### config.mk
export PLATFORM = sky130hd
export DESIGN_NAME = gemm_loop_agen
export DESIGN_NICKNAME = d
export VERILOG_FILES = /design/src/rtl/gemm_pkg.sv /design/src/rtl/loop_idx_cnt.sv /design/src/rtl/gemm_loop_agen.sv
export SDC_FILE = /design/constraint.sdc
export NUM_CORES = 1
export LEC_CHECK = 0
export CAP_MARGIN = 0
export CORE_UTILIZATION = 52
export DETAILED_ROUTE_END_ITERATION = 8
export PLACE_DENSITY = 0.77
export SYNTH_ARGS = -nofsm -noshare
export SYNTH_HDL_FRONTEND = slang
export SYNTH_HIERARCHICAL = 1
export SYNTH_SLANG_ARGS = --single-unit
### constraint.sdc
create_clock -name clk -period 4.5 [get_ports clk]
set_input_delay 1.125 -clock clk [delete_from_list [all_inputs] [get_ports clk]]
set_output_delay 1.125 -clock clk [all_outputs]
set_load 0.005 [all_outputs]
### src/rtl/gemm_pkg.sv
// rtl/gemm_pkg.sv - shared widths, FSM states and tuple layout for the GEMM loop sequencer
package gemm_pkg;

  localparam int IW_DEF = 8;
  localparam int AW_DEF = 12;

  typedef enum logic [1:0] {
    IDLE,
    RUN,
    DRAIN
  } state_t;

  typedef struct packed {
    logic [AW_DEF-1:0] a_addr;
    logic [AW_DEF-1:0] b_addr;
    logic [AW_DEF-1:0] c_addr;
    logic              acc_clr;
    logic              acc_out;
  } tuple_t;

endpackage

### src/rtl/loop_idx_cnt.sv
// rtl/loop_idx_cnt.sv - wrapping loop index counter with terminal flag and carry out
module loop_idx_cnt
  import gemm_pkg::*;
#(
  parameter int IW = IW_DEF
) (
  input  logic          clk,
  input  logic          rst,
  input  logic          clr,
  input  logic          step,
  input  logic [IW-1:0] fin,
  output logic [IW-1:0] value,
  output logic          at_fin,
  output logic          carry
);

  assign at_fin = (value == fin);
  assign carry  = step & at_fin;

  always_ff @(posedge clk or posedge rst) begin
    if (rst) begin
      value <= '0;
    end else if (clr) begin
      value <= '0;
    end else if (step) begin
      value <= at_fin ? '0 : value + 1'b1;
    end
  end

endmodule

### src/rtl/gemm_loop_agen.sv
// rtl/gemm_loop_agen.sv - i/j/k loop sequencer emitting A/B/C addresses and accumulate flags
module gemm_loop_agen
  import gemm_pkg::*;
#(
  parameter int IW = IW_DEF,
  parameter int AW = AW_DEF
) (
  input  logic          clk,
  input  logic          rst,
  input  logic          start,
  input  logic          en,
  input  logic [IW-1:0] m_fin,
  input  logic [IW-1:0] n_fin,
  input  logic [IW-1:0] k_fin,
  input  logic [AW-1:0] a_stride,
  input  logic [AW-1:0] b_stride,
  input  logic [AW-1:0] c_stride,
  output logic          busy,
  output logic          valid,
  output logic [AW-1:0] a_addr,
  output logic [AW-1:0] b_addr,
  output logic [AW-1:0] c_addr,
  output logic          acc_clr,
  output logic          acc_out,
  output logic          done
);

  state_t        state, state_nx;
  logic [IW-1:0] m_q, n_q, k_q;
  logic [AW-1:0] as_q, bs_q, cs_q;
  logic [AW-1:0] a_base, c_base, b_koff;
  logic [IW-1:0] i_val, j_val, k_val;
  logic          i_at, j_at, k_at;
  logic          i_cy, j_cy, k_cy;
  logic          accept, issue, xfer;

  // busy stays high through the done cycle, so a start coinciding with done is dropped
  assign accept = (state == IDLE) & start & ~busy;
  assign issue  = (state == RUN) & (en | ~valid);
  assign xfer   = valid & en;

  loop_idx_cnt #(.IW(IW)) u_k (
    .clk(clk), .rst(rst), .clr(accept), .step(issue), .fin(k_q),
    .value(k_val), .at_fin(k_at), .carry(k_cy)
  );

  loop_idx_cnt #(.IW(IW)) u_j (
    .clk(clk), .rst(rst), .clr(accept), .step(k_cy), .fin(n_q),
    .value(j_val), .at_fin(j_at), .carry(j_cy)
  );

  // i only carries out on the final tuple of the pass
  loop_idx_cnt #(.IW(IW)) u_i (
    .clk(clk), .rst(rst), .clr(accept), .step(j_cy), .fin(m_q),
    .value(i_val), .at_fin(i_at), .carry(i_cy)
  );

  always_ff @(posedge clk or posedge rst) begin
    if (rst) state <= IDLE;
    else     state <= state_nx;
  end

  always_comb begin
    state_nx = state;
    case (state)
      IDLE:    if (accept) state_nx = RUN;
      RUN:     if (i_cy)   state_nx = DRAIN;
      DRAIN:   if (xfer)   state_nx = IDLE;
      default: state_nx = IDLE;
    endcase
  end

  always_ff @(posedge clk or posedge rst) begin
    if (rst) begin
      m_q     <= '0;
      n_q     <= '0;
      k_q     <= '0;
      as_q    <= '0;
      bs_q    <= '0;
      cs_q    <= '0;
      a_base  <= '0;
      c_base  <= '0;
      b_koff  <= '0;
      busy    <= 1'b0;
      valid   <= 1'b0;
      done    <= 1'b0;
      a_addr  <= '0;
      b_addr  <= '0;
      c_addr  <= '0;
      acc_clr <= 1'b0;
      acc_out <= 1'b0;
    end else begin
      done <= (state == DRAIN) & xfer;
      if (accept) begin
        m_q    <= m_fin;
        n_q    <= n_fin;
        k_q    <= k_fin;
        as_q   <= a_stride;
        bs_q   <= b_stride;
        cs_q   <= c_stride;
        a_base <= '0;
        c_base <= '0;
        b_koff <= '0;
        busy   <= 1'b1;
      end else if (done) begin
        busy <= 1'b0;
      end
      if (issue) begin
        valid   <= 1'b1;
        a_addr  <= a_base + AW'(k_val);
        b_addr  <= b_koff + AW'(j_val);
        c_addr  <= c_base + AW'(j_val);
        acc_clr <= (k_val == '0);
        acc_out <= k_at;
        b_koff  <= k_cy ? '0 : b_koff + bs_q;
        if (j_cy) begin
          a_base <= a_base + as_q;
          c_base <= c_base + cs_q;
        end
      end else if ((state == DRAIN) && xfer) begin
        valid <= 1'b0;
      end
    end
  end

endmodule
==> results.cfg <==
[run_status]
status = completed

[cts]
hold_buffers = 0
clk_latency_ps = 430
tritoncts = done
clkTransAtPathRegs_ps = 60
root_buffer = clkbuf_16
cts_max_path_buffers = 2
numCtsBuffers = 17
htree_levels = 4
cts_setup_buffers = 0
clock_sinks = 163
cts_resized = 0

[placement]
gp_congestion = 0.8516
port_buffers = 104
dp_hpwl_um = 15320
postPlaceCellArea_sq_mm = 0.01062
preCtsSetupSlack_ps = 885.7

[floorplanning]
die_h_um = 136.0
dieArea_sq_mm = 0.01850
coreArea_sq_mm = 0.01742
start_util_pct = 53.63
rows = 48
ioPinCount = 105
fp.dieW_um = 136.0

[yosys]
synth.net_count = 1152
synth_edf_count = 0
synth_seq_area_share_pct = 43.67
synth.distinct_cells = 62
syn_area_per_cell_sq_um = 9.139
ys_ff_latch = 163
synth_area_sq_mm = 0.009340
synth_async_sr_flop_share_pct = 100.0
ys_warn_count = 6
synthFlopType = dfrtp_1
postSynthCellCount = 1022

[timing]
fmax_ghz = 0.3095
setup_violations = 0
period_needed_ps = 3231
rsz0062_at_grt = false
setup_tns_ps = 0
slew_headroom_pct = 41.54
skew_ps = 9.730
period_share_pct = 71.81
postLayoutSetupSlackWorst_ps = 1269
hold_viol_final = 0
max_slew.worst_pin.slew_ps = 876.9
finalMaxSlewViolations = 0

[layout]
area_growth_pct = 19.56
design_area_sq_mm = 0.01117
final_cell_mix = nand2_1 (262), dfrtp_1 (163), clkdlybuf4s50_1 (104)
final_common_cell = nand2_1
layout-drive-gt1-share_pct = 5.217
n_antenna_cell = 0
nets = 1248

[drt]
antenna_left = 0
vias_per_cell = 5.611
first_iter_violations = 558
vias = 7608
dr_wl_met3_um = 794
met1Wirelength_um = 9992
drtPass1Iterations = 5
drc = 0
routed_wl_um = 21780
top_layer = met4
wire_per_inst_um = 16.06
wl_met2_um = 10470

[setup_path]
cp-end-kind = flop
critPathKind = in2reg
cp-start-kind = input port
critPathRequiredTime_ps = 4810
crit_arrival_ps = 3540
cp_max_fo = 36

[power_and_ir_drop]
ir_drop_v = 0.0002471
power_w = 0.002921
powerDensity_mw_per_mm2 = 261.6
p_leak_nw = 5.428

[global_route]
grt_max_degree = 81
grt_pass1_wl_um = 36040
grt-ovfl-total = 0
grt_pass1_vias = 7311
antenna_found_initial = 0
grtUsageTotal_pct = 24.89

[flow_run]
cap_violations = 0

[min_path]
min-delay-path-class = reg2reg
==> worst max-delay path: stages <==
cell,delay (ps)
clkdlybuf4s50_1,450
nand2_1,60
or3_2,440
clkinv_2,400
o211a_1,300
nand4_2,180
mux2i_1,200
a2111oi_2,380
==> area by class of cell <==
cell class              instances  area, sq um
clock buffers                  22        464.2
clock inverters                10        83.83
fillers                      1451         6250
inverters                      23        91.34
multi-input cells             798         5031
flip-flops and latches        163         4079
well taps                     225        281.5
repair buffers                115         1136
==> per-stage QoR <==
| step | instances | util, % | hold slack [ps] |
|---|---|---|---|
| 3_5_place_dp | 1324 | 60.97 | 458.1 |
| 2_1_floorplan | 1022 | - | 448.3 |
| 3_3_place_gp | 1324 | 60.97 | 450.2 |
| 6_report | 1356 | 64.12 | 461.7 |
| 4_1_cts | 1356 | 64.12 | 465.2 |
| 5_1_grt | 1356 | 64.12 | 488.5 |
==> final timing paths <==
check / from / end / cells after the start / slack (ps)
setup / recovery: start / u_j/value[7]$_DFFE_PP0P_ / 8 / 1270
hold / removal: done$_DFF_PP0_ / busy$_DFFE_PP0P_ / 1 / 460
setup reg to reg: u_k/value[1]$_DFFE_PP0P_ / c_base[10]$_DFF_PP0_ / 8 / 1470
hold reg to reg: done$_DFF_PP0_ / busy$_DFFE_PP0P_ / 1 / 460
max in group asynchronous: rst / cs_q[7]$_DFFE_PP0P_ / 3 / 2320
min in group asynchronous: rst / u_j/value[7]$_DFFE_PP0P_ / 2 / 1160
==> power by group <==
group	leakage, nW	internal (W)	switching, W
combinational	2.92	0.0000510	0.0000390
sequential	2.24	0.00147	0
clock	0.269	0.000785	0.000581
==> per-layer routing <==
| layer | global-route usage, % | vias up |
|---|---|---|
| li1 | - | 3772 |
| met1 | 33.01 | 3629 |
| met2 | 40.89 | 173 |
| met3 | 4.325 | 34 |
| met4 | 8.765 | 0 |
| met5 | 0 | - |
==> state kept, by name (all words and copies together) (netlist names), 12 cells and up <==
register / cells
cs_q: 12
as_q: 12
b_koff: 12
c_base: 12
a_addr: 12
a_base: 12
c_addr: 12
bs_q: 12
b_addr: 12
==> synth_stat cells, drive strengths merged, types with 5 or more instances <==
master / count / area [sq um]
dfrtp: 163 / 4079
nor3: 11 / 55.05
and3: 5 / 31.28
xor2: 38 / 332.8
a21oi: 30 / 150.1
o21a: 6 / 45.04
nand3: 37 / 185.2
nor2b: 5 / 31.28
a22o: 7 / 61.31
nand2b: 16 / 100.1
or3: 7 / 43.79
a21o: 17 / 127.6
fa: 6 / 120.1
o21ai: 76 / 380.4
clkbuf: 32 / 120.1
a32o: 5 / 50.05
buf: 6 / 27.53
xnor2: 42 / 367.9
o32ai: 6 / 52.55
nor2: 39 / 153.9
and2: 6 / 37.54
a31oi: 6 / 37.54
a211oi: 23 / 172.7
inv: 23 / 86.33
ha: 60 / 750.7
nand2: 263 / 987.2
nand4: 15 / 112.6
==> cells by family (layout without fill, tap and decap cells) <==
| logic type | Yosys count | after routing | share of synthesized area [%] |
|---|---|---|---|
| flops | 163 | 163 | 43.67 |
| mux | 8 | 8 | 0.9109 |
| xor+xnor | 80 | 80 | 7.502 |
| simple gates | 420 | 420 | 19.99 |
| fa+ha+maj | 66 | 66 | 9.324 |
| buf+inv | 61 | 170 | 2.505 |
| compound gates | 224 | 224 | 16.10 |
No activity file was read; power rests on OpenSTA's default activity.
